$ cat config.mk
export PLATFORM = sky130hd
export DESIGN_NAME = procesor_io
export DESIGN_NICKNAME = d
export VERILOG_FILES = /design/src/rtl/procesor_io.sv
export SDC_FILE = /design/constraint.sdc
export NUM_CORES = 1
export LEC_CHECK = 0
export CAP_MARGIN = 25
export CORE_UTILIZATION = 30
export DETAILED_ROUTE_END_ITERATION = 8
export HOLD_SLACK_MARGIN = 0.15
export PLACE_DENSITY = 0.53
export SLEW_MARGIN = 20
export SYNTH_ARGS = -nofsm -noshare
export SYNTH_HDL_FRONTEND = slang
export SYNTH_SLANG_ARGS = --single-unit
$ cat constraint.sdc
create_clock -name clk -period 3.7 [get_ports clk]
set_input_delay 0.925 -clock clk [delete_from_list [all_inputs] [get_ports clk]]
set_output_delay 0.925 -clock clk [all_outputs]
set_load 0.1 [all_outputs]
$ cat src/rtl/procesor_io.sv
// Multi-cycle accumulator core: fetches from a synchronous ROM, works on a synchronous RAM,
// keeps Z/C flags and exchanges words through valid/ready handshaked input/output ports.
module procesor_io #(
  parameter int DATA_W   = 16,
  parameter int RAM_SIZE = 10,
  parameter int ROM_SIZE = 8
) (
  input  logic                clk,
  input  logic                rst,
  output logic [ROM_SIZE-1:0] rom_addr,
  input  logic [15:0]         instr,
  output logic [RAM_SIZE-1:0] ram_addr,
  output logic                ram_we,
  output logic [DATA_W-1:0]   ram_wdata,
  input  logic [DATA_W-1:0]   ram_rdata,
  input  logic [DATA_W-1:0]   data_in,
  input  logic                in_valid,
  output logic                in_ready,
  output logic [DATA_W-1:0]   data_out,
  output logic                out_valid,
  input  logic                out_ready,
  output logic                halted
);

  typedef enum logic [2:0] {
    S_FETCH, S_DECODE, S_EXEC, S_IO_IN, S_IO_OUT, S_HALT
  } state_e;

  typedef enum logic [3:0] {
    OP_NOP = 4'h0, OP_LDA = 4'h1, OP_STA = 4'h2, OP_ADD = 4'h3,
    OP_SUB = 4'h4, OP_AND = 4'h5, OP_OR  = 4'h6, OP_XOR = 4'h7,
    OP_LDI = 4'h8, OP_JMP = 4'h9, OP_JZ  = 4'hA, OP_JC  = 4'hB,
    OP_IN  = 4'hC, OP_OUT = 4'hD, OP_SH  = 4'hE, OP_HLT = 4'hF
  } opcode_e;

  state_e              state_q, state_d;
  opcode_e             op_q, op_d;
  logic [ROM_SIZE-1:0] pc_q, pc_d;
  logic [DATA_W-1:0]   acc_q, acc_d;
  logic [DATA_W-1:0]   dout_q, dout_d;
  logic                z_q, z_d;
  logic                c_q, c_d;

  opcode_e             opcode;
  logic [11:0]         operand;
  logic [ROM_SIZE-1:0] target;
  logic [DATA_W-1:0]   imm;
  logic [DATA_W:0]     sum;
  logic                acc_wr;
  logic [DATA_W-1:0]   acc_new;

  assign opcode  = opcode_e'(instr[15:12]);
  assign operand = instr[11:0];
  assign target  = operand[ROM_SIZE-1:0];
  assign sum     = {1'b0, acc_q} + {1'b0, ram_rdata};

  // The 12-bit immediate is zero-extended or truncated to the accumulator width.
  if (DATA_W > 12) begin : g_imm_ext
    assign imm = {{(DATA_W-12){1'b0}}, operand};
  end else begin : g_imm_trunc
    assign imm = operand[DATA_W-1:0];
  end

  // NOTE: sequential state uses non-blocking assignments so every register samples pre-edge values.
  always_ff @(posedge clk or negedge rst) begin
    if (!rst) state_q <= S_FETCH;
    else      state_q <= state_d;
  end

  always_comb begin
    state_d = state_q;
    case (state_q)
      S_FETCH:  state_d = S_DECODE;
      S_DECODE: begin
        case (opcode)
          OP_LDA, OP_ADD, OP_SUB, OP_AND, OP_OR, OP_XOR: state_d = S_EXEC;
          OP_IN:   state_d = S_IO_IN;
          OP_OUT:  state_d = S_IO_OUT;
          OP_HLT:  state_d = S_HALT;
          default: state_d = S_FETCH;
        endcase
      end
      S_EXEC:   state_d = S_FETCH;
      S_IO_IN:  if (in_valid)  state_d = S_FETCH;
      S_IO_OUT: if (out_ready) state_d = S_FETCH;
      S_HALT:   state_d = S_HALT;
      default:  state_d = S_FETCH;
    endcase
  end

  // Strobes are decoded from the state alone, so an asynchronous reset clears them at once.
  always_comb begin
    ram_addr  = '0;
    ram_we    = 1'b0;
    in_ready  = 1'b0;
    out_valid = 1'b0;
    halted    = 1'b0;
    case (state_q)
      S_DECODE: begin
        ram_addr = operand[RAM_SIZE-1:0];
        ram_we   = (opcode == OP_STA);
      end
      S_IO_IN:  in_ready  = 1'b1;
      S_IO_OUT: out_valid = 1'b1;
      S_HALT:   halted    = 1'b1;
      default: ;
    endcase
  end

  assign rom_addr  = pc_q;
  assign ram_wdata = acc_q;
  assign data_out  = dout_q;

  // NOTE: every combinational output gets a default first, so no latch can be inferred.
  always_comb begin
    pc_d    = pc_q;
    op_d    = op_q;
    dout_d  = dout_q;
    c_d     = c_q;
    z_d     = z_q;
    acc_d   = acc_q;
    acc_wr  = 1'b0;
    acc_new = acc_q;
    case (state_q)
      S_DECODE: begin
        op_d = opcode;
        pc_d = pc_q + 1'b1;
        case (opcode)
          OP_JMP: pc_d = target;
          OP_JZ:  if (z_q) pc_d = target;
          OP_JC:  if (c_q) pc_d = target;
          OP_LDI: begin
            acc_wr  = 1'b1;
            acc_new = imm;
          end
          OP_SH: begin
            acc_wr = 1'b1;
            if (operand[0]) begin
              c_d     = acc_q[0];
              acc_new = acc_q >> 1;
            end else begin
              c_d     = acc_q[DATA_W-1];
              acc_new = acc_q << 1;
            end
          end
          OP_OUT:  dout_d = acc_q;
          default: ;
        endcase
      end
      S_EXEC: begin
        acc_wr = 1'b1;
        case (op_q)
          OP_LDA: acc_new = ram_rdata;
          OP_ADD: {c_d, acc_new} = sum;
          OP_SUB: begin
            acc_new = acc_q - ram_rdata;
            c_d     = (acc_q < ram_rdata);
          end
          OP_AND:  acc_new = acc_q & ram_rdata;
          OP_OR:   acc_new = acc_q | ram_rdata;
          OP_XOR:  acc_new = acc_q ^ ram_rdata;
          default: acc_wr  = 1'b0;
        endcase
      end
      S_IO_IN: begin
        if (in_valid) begin
          acc_wr  = 1'b1;
          acc_new = data_in;
        end
      end
      default: ;
    endcase
    if (acc_wr) begin
      acc_d = acc_new;
      z_d   = (acc_new == '0);
    end
  end

  always_ff @(posedge clk or negedge rst) begin
    if (!rst) begin
      pc_q   <= '0;
      op_q   <= OP_NOP;
      acc_q  <= '0;
      dout_q <= '0;
      z_q    <= 1'b0;
      c_q    <= 1'b0;
    end else begin
      pc_q   <= pc_d;
      op_q   <= op_d;
      acc_q  <= acc_d;
      dout_q <= dout_d;
      z_q    <= z_d;
      c_q    <= c_d;
    end
  end

endmodule

# Yosys cells after proc, flatten, opt, wreduce, memory -nomap -nowiden
# Memories as Yosys holds them, arrays and structs flattened.
# Cells that the tools add are included.
[totals]
out_inout_bits = 54
romBits = 48
input_bits = 52
mem_count = 1
register_bits = 49
[classes]
muxes = 24
n_lt_le_gt_ge = 1
eq_ne = 22
n_reduce_logical = 8
n_bitwise = 3
add_sub_neg = 3
[mem_list]
columns = ["memory", "depth", "word_bits", "read_ports", "rd_clocked_by_memory_dff", "write_ports", "line", "text"]
rows = [
  ["(name not given)", 16, 3, 1, 0, 0, "75", "case (opcode)"],
]
[op_table]
columns = ["operator", "n"]
rows = [
  ["case mux 16 bit (6 select lines)", 1],
  ["case mux 16 bit (3 select lines)", 1],
  ["2-to-1 mux 16 bit", 2],
  ["case mux 16 bit (2 select lines)", 1],
  ["equality test 4 bit (second input constant)", 6],
  ["case mux 8 bit (3 select lines)", 1],
  ["adder 16 x 16 -> 17 bit", 1],
  ["AND 16 bit", 1],
  ["equality test 4 x 3 -> 1 bit (second input constant)", 4],
  ["logical NOT 16 bit", 1],
  ["< comparator 16 bit", 1],
  ["2-to-1 mux 8 bit", 2],
  ["OR 16 bit", 1],
  ["subtractor 16 bit", 1],
  ["bitwise XOR 16 bit", 1],
  ["case mux 3 bit (5 select lines)", 1],
  ["2-to-1 mux 10 bit", 1],
  ["2-to-1 mux 1 bit", 9],
  ["adder 8 x 1 -> 8 bit (second input constant)", 1],
  ["equality test 4 x 2 -> 1 bit (second input constant)", 2],
  ["equality test 3 x 2 -> 1 bit (second input constant)", 2],
  ["equality test 3 bit (second input constant)", 2],
  ["2-to-1 mux 3 bit", 2],
  ["OR reduction 6 bit", 1],
  ["other kinds (12)", 15],
]

# Depth between registers and ports, before layout
[logic_depth]
depth_word = 4
mapped_depth = 12
depth_no_buf = 12

# Least setup slack after synthesis
# Ideal clock, no wire load.
[synth_path]
path_type = "input to output"
from = "input instr[12]"
to = "output ram_we"
arrival_time_ns = 4.231
n_path_buf = 0
setup_slack_ns = -1.456
path_stages = 4
path_cell_list = "inv_1 > ha_1 > inv_1 > nor4_1"
[synth_via]
elab_chain_cells = 2
[synth_rtl]
columns = ["element", "line", "text"]
rows = [
  ["start, declared", "11", "input logic [15:0] instr,"],
  ["equality test 4 x 2 -> 1 bit", "101", "ram_we = (opcode == OP_STA);"],
  ["2-to-1 mux 1 bit", "98", "case (state_q)"],
  ["end, declared", "13", "output logic ram_we,"],
]
# Every way passes these cells.

# Final worst setup path
[layout_path]
from = "input ram_rdata[5]"
to = "register z_q"
[layout_via]
elab_chain_cells = 4
[layout_rtl]
columns = ["element", "line", "text"]
rows = [
  ["start, declared", "15", "input logic [DATA_W-1:0] ram_rdata,"],
  ["subtractor 16 bit, or another cell as far along", "156", "acc_new = acc_q - ram_rdata;"],
  ["case mux 16 bit (6 select lines) *", "152", "case (op_q)"],
  ["case mux 16 bit (3 select lines) *", "124", "case (state_q)"],
  ["logical NOT 16 bit *", "175", "z_d = (acc_new == '0);"],
  ["end signal, assigned", "192", "z_q <= z_d;"],
  ["end, declared", "41", "logic z_q, z_d;"],
]
# Mark *: on every way between the ends. The rest lies on a longest branch, timed or not.
# A chain may end at the register's enable or synchronous reset.

==> impl_metrics.py <==
metrics = {
    "run_status": {
        "status": "finished clean",
    },
    "layout": {
        "stdcell_area_sq_um": 8960,
        "area_growth_pct": 44.3,
        "multi_input_area_sq_um": 4750,
        "fin_nets": 1099,
        "register_area_sq_um": 1230,
        "diodes": 0,
        "fin_cells": 1260,
        "fillers": 2069,
        "drive_gt1_share_pct": 29.8,
    },
    "floorplan": {
        "die_y_um": 146,
        "io_pins": 106,
        "core_sq_um": 20300,
        "start_util_pct": 30.6,
        "row_count": 52,
        "die-area_sq_um": 21300,
        "die_w_um": 146,
    },
    "timing": {
        "whs_ps": 506,
        "worst_slew_pin_slew_ps": 989,
        "finalHoldViolations": 0,
        "drv_slew": 0,
        "fmax_mhz": 279,
        "setup_violations": 0,
        "slew_headroom_pct": 33.8,
        "min_period_over_period_pct": 96.9,
        "skew_ps": 7.97,
        "period_minus_slack_ps": 3590,
    },
    "route": {
        "wire_per_inst_um": 20.9,
        "initialDrtViolationCount": 608,
        "num_vias": 7072,
        "ant_nets": 0,
        "wl_um": 26400,
        "via_per_inst": 5.61,
        "drc": 0,
        "drt_pass1_iterations": 7,
    },
    "synth": {
        "postSynthCellCount": 777,
        "synth.most_common_cell": "nand2_1",
        "synth_cell_type_count": 96,
        "synth_top_area_share_pct": 19.7,
        "async_reset_ff_share_pct": 100,
        "synth_enable_flop_cells": 0,
        "synth_top_cells_by_area": "dfrtp_1, ha_1, o21ai_0",
        "yosys_warnings": 0,
        "synthFlopType": "dfrtp_1",
        "netlist_area_sq_um": 6210,
        "yosys.area.top_type": "dfrtp_1",
        "syn_nets": 887,
        "syn_area_per_cell_sq_um": 8.00,
        "synth-seq-cells": 49,
        "synth_seq_area_share_pct": 19.7,
        "yosys-top-cells-count": "nand2_1, o21ai_0, inv_1, ha_1",
    },
    "power_and_ir_drop": {
        "ir_drop_v": 0.000560,
        "power.density_nw_per_um2": 996,
        "leakagePower_nw": 3.93,
    },
    "placement": {
        "placed_cell_area_sq_um": 8520,
        "gp_congestion": 0.972,
        "place_hpwl_um": 20800,
        "port_buffers": 105,
        "place_inst": 1250,
    },
    "grt": {
        "grt_max_degree": 34,
        "antenna_found_initial": 0,
        "grt_pass1_vias": 6815,
        "grt.total_usage_pct": 24.2,
        "grt-ovfl-total": 0,
        "grt_pass1_wl_um": 40200,
    },
    "critical_path": {
        "crit_required_ps": 3920,
        "startpoint_type": "input port",
        "worstPathMaxFanout": 9,
        "end_kind": "register",
        "cp.arrival_ps": 3800,
        "critical_path_class": "input port to register",
    },
    "clocking": {
        "htreeDepth": 2,
        "clock_path_buffers": 2,
        "clkLatencyLatePin_ps": 300,
        "clk_pin_slew_ps": 70,
        "root_buffer": "clkbuf_16",
        "cts_tree": "done",
        "cts_sinks": 49,
        "cts_buffers": 5,
    },
    "job": {
        "cap_violations": 0,
    },
    "min_path": {
        "worstHoldPathType": "register to register",
    },
}
[per-stage QoR]
step / util (%) / setup slack (ps) / setup TNS (ps) / power (W)
2_1_floorplan: - / 233 / 0 / 0.00559
3_3_place_gp: 42.0 / -426 / -1310 / 0.00803
3_5_place_dp: 42.0 / -417 / -1460 / 0.00802
4_1_cts: 43.0 / 6.32 / 0 / 0.00864
5_1_grt: 44.2 / -19.0 / -19.0 / 0.00936
6_report: 44.2 / 113 / 0 / 0.00893
[critical path: stages]
cell,delay (ps)
clkdlybuf4s50_1,510
inv_1,100
ha_4,290
buf_6,130
nand3_1,100
or4_4,570
a21oi_4,170
nand2b_4,160
a221oi_1,110
nand4b_1,210
and4_1,180
nand4b_1,190
o21ai_1,150
[final timing paths]
path | start | end | slack (ps) | cells past startpoint
worst max-delay path | ram_rdata[5] | z_q$_DFFE_PN0P_ | 110 | 13
worst min-delay path | data_out[1]$_DFFE_PN0P_ | data_out[1]$_DFFE_PN0P_ | 510 | 1
worst max register to register | ram_wdata[1]$_DFFE_PN0P_ | z_q$_DFFE_PN0P_ | 510 | 12
worst min register to register | data_out[1]$_DFFE_PN0P_ | data_out[1]$_DFFE_PN0P_ | 510 | 1
max in group asynchronous | rst | ram_wdata[14]$_DFFE_PN0P_ | 2220 | 2
min in group asynchronous | rst | rom_addr[2]$_DFFE_PN0P_ | 730 | 1
[cell type report]
class,instances,area share [%]
Inverter,61,2.55
Timing Repair Buffer,259,25.1
Tap cell,270,3.77
Multi-Input combinational cell,613,52.9
Clock buffer,6,1.55
Clock inverter,2,0.419
Sequential cell,49,13.7
[flip-flops by register name (all words and copies together) (netlist names)]
name / cells
data_out: 16
state_q: 3
rom_addr: 8
op_q: 4
z_q: 1
ram_wdata: 16
c_q: 1
[power breakdown]
| part | total [W] | switching [W] | internal (W) | leakage (nW) |
|---|---|---|---|---|
| clock | 0.000558 | 0.000220 | 0.000338 | 0.0831 |
| combinational | 0.00733 | 0.00481 | 0.00252 | 3.25 |
| sequential | 0.00105 | 0.000265 | 0.000782 | 0.596 |
[logic make-up (layout without fill, tap and decap cells)]
logic type	Yosys count	count (layout)	synth area share, %
AOI/OAI and AO/OA	260	260	30.6
xor gates and xnor gates	4	4	0.564
adders and majority gates	58	58	11.9
buffers and inverters	115	328	8.08
DFF	49	49	19.7
muxes	44	44	7.71
and+or+nand+nor	247	247	21.4
[layer usage]
| layer | track usage, % | share of wire, % | vias to the layer above |
|---|---|---|---|
| met5 | 0 | 0 | - |
| met2 | 38.9 | 46 | 318 |
| met3 | 2.48 | 6.4 | 46 |
| li1 | - | - | 3305 |
| met4 | 8.05 | 2.6 | 0 |
| met1 | 33.7 | 45 | 3403 |
[cells in the final DEF, fill, tap and decap left out, types with 4 or more instances in the layout]
| cell | Yosys | final |
|---|---|---|
| mux2_2 | 21 | 21 |
| nor3b_2 | 1 | 4 |
| o21ai_0 | 61 | 61 |
| ha_1 | 56 | 48 |
| nor3b_1 | 8 | 5 |
| ha_4 | 0 | 6 |
| o21ai_1 | 4 | 4 |
| a21oi_1 | 49 | 46 |
| and2_1 | 12 | 12 |
| nor2_1 | 49 | 47 |
| nor2b_1 | 12 | 11 |
| nand2b_1 | 15 | 14 |
| nor3_1 | 23 | 22 |
| o221ai_1 | 10 | 9 |
| nand4_1 | 4 | 4 |
| or3_1 | 5 | 5 |
| clkdlybuf4s50_1 | 0 | 61 |
| buf_4 | 2 | 182 |
| mux2i_1 | 22 | 22 |
| o2bb2ai_1 | 4 | 4 |
| a211oi_1 | 16 | 14 |
| nand3_1 | 15 | 15 |
| a22oi_1 | 11 | 9 |
| o21bai_1 | 7 | 6 |
| o211ai_1 | 5 | 5 |
| a2111oi_4 | 2 | 4 |
| nand2_1 | 62 | 62 |
| a222oi_1 | 7 | 7 |
| o221a_2 | 4 | 4 |
| inv_1 | 59 | 59 |
| buf_12 | 0 | 11 |
| o31ai_1 | 5 | 5 |
| a221oi_1 | 11 | 10 |
| a211o_1 | 5 | 5 |
| o31a_1 | 5 | 5 |
| or2_2 | 4 | 4 |
| and3_1 | 9 | 9 |
| clkbuf_16 | 0 | 5 |
| dfrtp_1 | 49 | 49 |
[repair_timing]
item	in CTS	in global routing
setup buffers	1	1
resized for setup	5	41
pin swaps	4	15
hold buffers	0	0
setup endpoints to repair	2	3
No activity file was read; power rests on OpenSTA's default activity.
